[src/rtl/simple_adder_arb_sv_if.sv]
// Request/response bundle for the shared-adder arbiter: N operand-pair
// requesters on one side, a single tagged sum channel on the other.
interface simple_adder_arb_sv_if #(
  parameter int W = 8,
  parameter int N = 4
);
  localparam int IW = $clog2(N);

  logic [N-1:0]   req_valid;
  logic [N-1:0]   req_ready;
  logic [N*W-1:0] req_x_0;
  logic [N*W-1:0] req_x_1;
  logic           resp_valid;
  logic           resp_ready;
  logic [IW-1:0]  resp_id;
  logic [W-1:0]   resp_result;
  logic           resp_carry;

  modport master (
    output req_valid, req_x_0, req_x_1, resp_ready,
    input  req_ready, resp_valid, resp_id, resp_result, resp_carry
  );

  modport slave (
    input  req_valid, req_x_0, req_x_1, resp_ready,
    output req_ready, resp_valid, resp_id, resp_result, resp_carry
  );
endinterface

[src/rtl/simple_adder_arb_sv.sv]
// Round-robin arbiter sharing one W-bit adder among N requesters; the granted
// sum is registered and returned with its requester id and carry-out.
module simple_adder_arb_sv #(
  parameter int W = 8,
  parameter int N = 4
) (
  input logic                 clk,
  input logic                 resetn,
  simple_adder_arb_sv_if.slave bus
);
  localparam int IW = $clog2(N);

  typedef enum logic [0:0] {
    IDLE = 1'b0,
    HOLD = 1'b1
  } state_t;

  state_t        state_q, state_d;
  logic [IW-1:0] ptr_q, ptr_d;
  logic [IW-1:0] id_q, id_d;
  logic [W-1:0]  result_q, result_d;
  logic          carry_q, carry_d;

  logic          accept;
  logic          grant_found;
  logic [IW-1:0] grant_idx;
  logic [IW-1:0] cand_idx;
  int            cand_pos;
  logic [N-1:0]  req_ready_c;
  logic [W:0]    sum_c;

  logic [W-1:0]  x0_a [N];
  logic [W-1:0]  x1_a [N];

  function automatic logic [W:0] add_carry(input logic [W-1:0] a, input logic [W-1:0] b);
    return {1'b0, a} + {1'b0, b};
  endfunction

  for (genvar i = 0; i < N; i++) begin : g_unpack
    assign x0_a[i] = bus.req_x_0[i*W +: W];
    assign x1_a[i] = bus.req_x_1[i*W +: W];
  end

  // A held response blocks new grants until the consumer takes it.
  assign accept = (state_q == IDLE) || bus.resp_ready;

  // Search ptr, ptr+1, ... wrapping; the first valid requester wins.
  always_comb begin
    grant_found = 1'b0;
    grant_idx   = '0;
    cand_idx    = '0;
    cand_pos    = 0;
    for (int k = 0; k < N; k++) begin
      cand_pos = int'(ptr_q) + k;
      if (cand_pos >= N) cand_pos = cand_pos - N;
      cand_idx = IW'(cand_pos);
      if (!grant_found && bus.req_valid[cand_idx]) begin
        grant_found = 1'b1;
        grant_idx   = cand_idx;
      end
    end
  end

  assign sum_c = add_carry(x0_a[grant_idx], x1_a[grant_idx]);

  always_comb begin
    state_d     = state_q;
    ptr_d       = ptr_q;
    id_d        = id_q;
    result_d    = result_q;
    carry_d     = carry_q;
    req_ready_c = '0;
    if (accept) begin
      if (grant_found) begin
        req_ready_c[grant_idx] = 1'b1;
        state_d  = HOLD;
        id_d     = grant_idx;
        result_d = sum_c[W-1:0];
        carry_d  = sum_c[W];
        ptr_d    = (grant_idx == IW'(N-1)) ? '0 : grant_idx + 1'b1;
      end else begin
        state_d = IDLE;
      end
    end
  end

  always_ff @(posedge clk or negedge resetn) begin
    if (!resetn) begin
      state_q  <= IDLE;
      ptr_q    <= '0;
      id_q     <= '0;
      result_q <= '0;
      carry_q  <= 1'b0;
    end else begin
      state_q  <= state_d;
      ptr_q    <= ptr_d;
      id_q     <= id_d;
      result_q <= result_d;
      carry_q  <= carry_d;
    end
  end

  assign bus.req_ready   = req_ready_c;
  assign bus.resp_valid  = (state_q == HOLD);
  assign bus.resp_id     = id_q;
  assign bus.resp_result = result_q;
  assign bus.resp_carry  = carry_q;

endmodule

[src/flat_wrapper.sv]
// flat-port wrapper written by rule: the top's interface ports become plain ports
module simple_adder_arb_sv_flat 
#(
  parameter int W = 8,
  parameter int N = 4
)
  (clk, resetn, bus_req_valid, bus_req_x_0, bus_req_x_1, bus_resp_ready, bus_req_ready, bus_resp_valid, bus_resp_id, bus_resp_result, bus_resp_carry);
  simple_adder_arb_sv_if #(.W(W), .N(N)) bus_i ();
  input logic clk;
  input logic resetn;
  input wire logic [$bits(bus_i.req_valid)-1:0] bus_req_valid;
  input wire logic [$bits(bus_i.req_x_0)-1:0] bus_req_x_0;
  input wire logic [$bits(bus_i.req_x_1)-1:0] bus_req_x_1;
  input wire logic [$bits(bus_i.resp_ready)-1:0] bus_resp_ready;
  output wire logic [$bits(bus_i.req_ready)-1:0] bus_req_ready;
  output wire logic [$bits(bus_i.resp_valid)-1:0] bus_resp_valid;
  output wire logic [$bits(bus_i.resp_id)-1:0] bus_resp_id;
  output wire logic [$bits(bus_i.resp_result)-1:0] bus_resp_result;
  output wire logic [$bits(bus_i.resp_carry)-1:0] bus_resp_carry;
  assign bus_i.req_valid = bus_req_valid;
  assign bus_i.req_x_0 = bus_req_x_0;
  assign bus_i.req_x_1 = bus_req_x_1;
  assign bus_i.resp_ready = bus_resp_ready;
  assign bus_req_ready = bus_i.req_ready;
  assign bus_resp_valid = bus_i.resp_valid;
  assign bus_resp_id = bus_i.resp_id;
  assign bus_resp_result = bus_i.resp_result;
  assign bus_resp_carry = bus_i.resp_carry;
  simple_adder_arb_sv #(.W(W), .N(N)) u_core (.clk(clk), .resetn(resetn), .bus(bus_i));
endmodule
[config.mk]
export PLATFORM = sky130hd
export DESIGN_NAME = simple_adder_arb_sv_flat
export DESIGN_NICKNAME = d
export VERILOG_FILES = /design/src/rtl/simple_adder_arb_sv_if.sv /design/src/rtl/simple_adder_arb_sv.sv /design/src/flat_wrapper.sv
export SDC_FILE = /design/constraint.sdc
export NUM_CORES = 1
export LEC_CHECK = 0
export ABC_AREA = 1
export BUFFER_PORTS_ARGS = -buffer_cell sky130_fd_sc_hd__buf_2
export CAP_MARGIN = 20
export CORE_MARGIN = 5
export CORE_UTILIZATION = 40
export CTS_CLUSTER_SIZE = 40
export DETAILED_ROUTE_END_ITERATION = 10
export GPL_ROUTABILITY_DRIVEN = 0
export PLACE_DENSITY = 0.68
export SLEW_MARGIN = 20
export SYNTH_ARGS = -nofsm -noshare
export SYNTH_HDL_FRONTEND = slang
export SYNTH_SLANG_ARGS = --single-unit
[constraint.sdc]
create_clock -name clk -period 3.3 [get_ports clk]
set_input_delay 0.33 -clock clk [delete_from_list [all_inputs] [get_ports clk]]
set_output_delay 0.33 -clock clk [all_outputs]
set_load 0.01 [all_outputs]
==> out/qor.yml <==
drtAntennaViolNets: 0
portBuffers: 86
period_share: 0.9148
drtIter0Drc: 148
drt_first_pass_iters: 4
reg2reg_to: "u_core.bus.resp_result[5]$_DFFE_PN0P_"
drt_wl_total_um: 6239
cp-start-kind: "register"
synth_area_mm2: 0.002171
core.rowCount: 26
holdPathEnd: "u_core.bus.resp_valid$_DFFE_PN0P_"
cp_num_buf_inv: 4
regArea_um2: 351.6
hpwl_um: 4874
area_growth_pct: 27.67
seq_area_frac_synth: 0.1614
grt_pass1_vias: 2428
finClkSkew_ns: 0.001031
final_hold_viol_count: 0
slew_headroom: 0.7906
worst-setup-path-type: "reg2reg"
drive_gt1_frac: 0.2629
tightestPinTransition_ns: 0.3141
die_w_um: 83.67
route.vias.total: 2580
cp_common_cell: "nand3_1"
grtUsageTotal: 0.1719
clock_path_buffers: 2
cp.required_ns: 3.43
synth_warnings: 0
avgSynthCellArea_um2: 5.743
yosysUniqueCellTypes: 24
coreArea_mm2: 0.005205
cp_slowest_cell: "dfrtp_2"
overflow: 0
arrival_ns: 3.15
r2r_start: "u_core.ptr_q[0]$_DFFE_PN0P_"
setup_violations: 0
die_h_um: 83.67
finalSetupTns_ns: 0
hold_start: "bus_resp_ready"
dieArea_mm2: 0.007001
multi_input_area_mm2: 0.001348
grt_pass1_wl_um: 10380
timing.final.crit_period_ns: 3.019
critical-path-max-stage-delay_ns: 0.46
rr_worst_depth: 17
antenna_found_initial: 0
cp_cell_sequence: "buf_4, nand2_1, nand3_1, nand2_1, inv_1, nand3_1, nand3_1, nand2_4, buf_4, nand3_1, nand2_1, ha_2, a21oi_1, o211ai_1, buf_4, xnor2_1, o21ai_1"
report.final.slew_viol_count: 0
fillers: 552
clock-sinks: 14
cp_top_family: "simple AND/OR/NAND/NOR gates"
synth_cells: 378
wl_per_cell_um: 11.68
drc_errors: 0
rrSetupSlack_ns: 0.28
vias_per_cell: 4.831
cts_tree: "yes"
initial_core_util: 0.4171
h-tree-depth: 1
cp_max_fo: 13
max_cap_violations: 0
grt_max_degree: 39
status: "finished clean"
antennaDiodeCount: 0
ys_ff_latch: 14
root_buffer: "clkbuf_8"
cts_made_buffers: 3
holdCritPathClass: "in2reg"
clock.fmax_mhz: 331.3
ios: 87
nNetsFinal: 549
hold_depth: 4
path_clk_slew_ns: 0.06
insertion_delay_ns: 0.24
syn-num-nets: 462
worst_setup_path_end_kind: "register"
-- placed cells by master (no fill, tap or decap), types with 2 or more instances in the layout --
master and count:
inv_2 4, nand4_1 38, nand3_1 48, nand2_1 116, nand3_2 2, inv_1 82, dfrtp_1 13, buf_2 86
inv_4 2, nand2_2 3, buf_4 10, nor2_1 9, nand2_4 2, buf_6 2, xnor2_1 3, o211ai_1 2
o21ai_1 10, ha_1 11, clkbuf_8 4, a21oi_1 5
-- Yosys cell counts (all sizes together) --
| cell type | count | area share |
|---|---|---|
| a21oi | 5 | 0.012 |
| buf | 20 | 0.070 |
| dfrtp | 14 | 0.16 |
| fa | 1 | 0.0092 |
| ha | 12 | 0.069 |
| inv | 88 | 0.15 |
| nand2 | 121 | 0.22 |
| nand3 | 51 | 0.12 |
| nand3b | 1 | 0.0035 |
| nand4 | 38 | 0.11 |
| nor2 | 10 | 0.021 |
| o211ai | 2 | 0.0069 |
| o21ai | 11 | 0.025 |
| xnor2 | 3 | 0.012 |
| xor2 | 1 | 0.0040 |
-- cells by family (layout without fill, tap and decap cells) --
logic type | Yosys count | after routing | synth area share
AO/OA/AOI/OAI | 18 | 18 | 0.04380
XOR/XNOR | 4 | 4 | 0.01614
adder cells (fa/ha/maj) | 13 | 13 | 0.07838
buffers and inverters | 108 | 194 | 0.2248
flip-flops | 14 | 14 | 0.1614
AND/OR/NAND/NOR | 221 | 221 | 0.4755
-- worst max path at each step --
stage                                      startpoint  cells past startpoint                               endpoint
final                     u_core.ptr_q[0]$_DFFE_PN0P_                     17  u_core.bus.resp_result[5]$_DFFE_PN0P_
after global routing      u_core.ptr_q[0]$_DFFE_PN0P_                     22  u_core.bus.resp_result[7]$_DFFE_PN0P_
after CTS                 u_core.ptr_q[0]$_DFFE_PN0P_                     22      u_core.bus.resp_carry$_DFFE_PN0P_
after detailed placement  u_core.ptr_q[0]$_DFFE_PN0P_                     22      u_core.bus.resp_carry$_DFFE_PN0P_
after global placement    u_core.ptr_q[0]$_DFFE_PN0P_                     22      u_core.bus.resp_carry$_DFFE_PN0P_
after floorplan           u_core.ptr_q[0]$_DFFE_PN0P_                     22      u_core.bus.resp_carry$_DFFE_PN0P_
-- through the flow --
stage | area, um^2 | hold WS [ns] | std cells | worst slack [ns] | utilization
after CTS | 2666 | 0.4022 | 526 | 0.03888 | 0.5123
after detailed placement | 2601 | 0.2405 | 521 | 0.08236 | 0.4998
after global placement | 2601 | 0.2393 | 521 | 0.2138 | 0.4998
after global routing | 2771 | 0.4748 | 534 | -0.01133 | 0.5325
final | 2771 | 0.4099 | 534 | 0.2812 | 0.5325
after floorplan | 2171 | 0.03441 | 378 | 0.5365 | -
-- flip-flops by register name (all words and copies together) (netlist names) --
name                    count
u_core.bus.resp_result      8
u_core.bus.resp_id          2
u_core.ptr_q                2
u_core.bus.resp_carry       1
u_core.bus.resp_valid       1
-- metal layers --
layer  part of all wire  global-route usage
met5                  0                   0
met4              0.012             0.04678
met3              0.068             0.02172
met2               0.45              0.2820
met1               0.47              0.2365
-- cell type report --
| class | count | share of cell area |
|---|---|---|
| Clock buffer | 4 | 0.01986 |
| Inverter | 88 | 0.1228 |
| Multi-Input combinational cell | 256 | 0.4862 |
| Sequential cell | 14 | 0.1269 |
| Tap cell | 70 | 0.03160 |
| Timing Repair Buffer | 101 | 0.2104 |
| Timing Repair inverter | 1 | 0.002257 |
-- tightest hold or removal path: stages --
cell	delay [ns]
buf_2	0.07
inv_1	0.03
nand2_1	0.11
nand2_1	0.07
-- timing repair --
| item | 4_1_cts | 5_1_grt |
|---|---|---|
| endpoints found under the setup margin | 0 | 5 |
| endpoints found under the hold margin | 14 | 0 |
| buffers inserted | 0 | 6 |
| resized for setup | 0 | 11 |
| hold buffers | 1 | 0 |
Power is not shown: default switching activity piles up to over one toggle a cycle in this logic, so the estimate is an artifact.
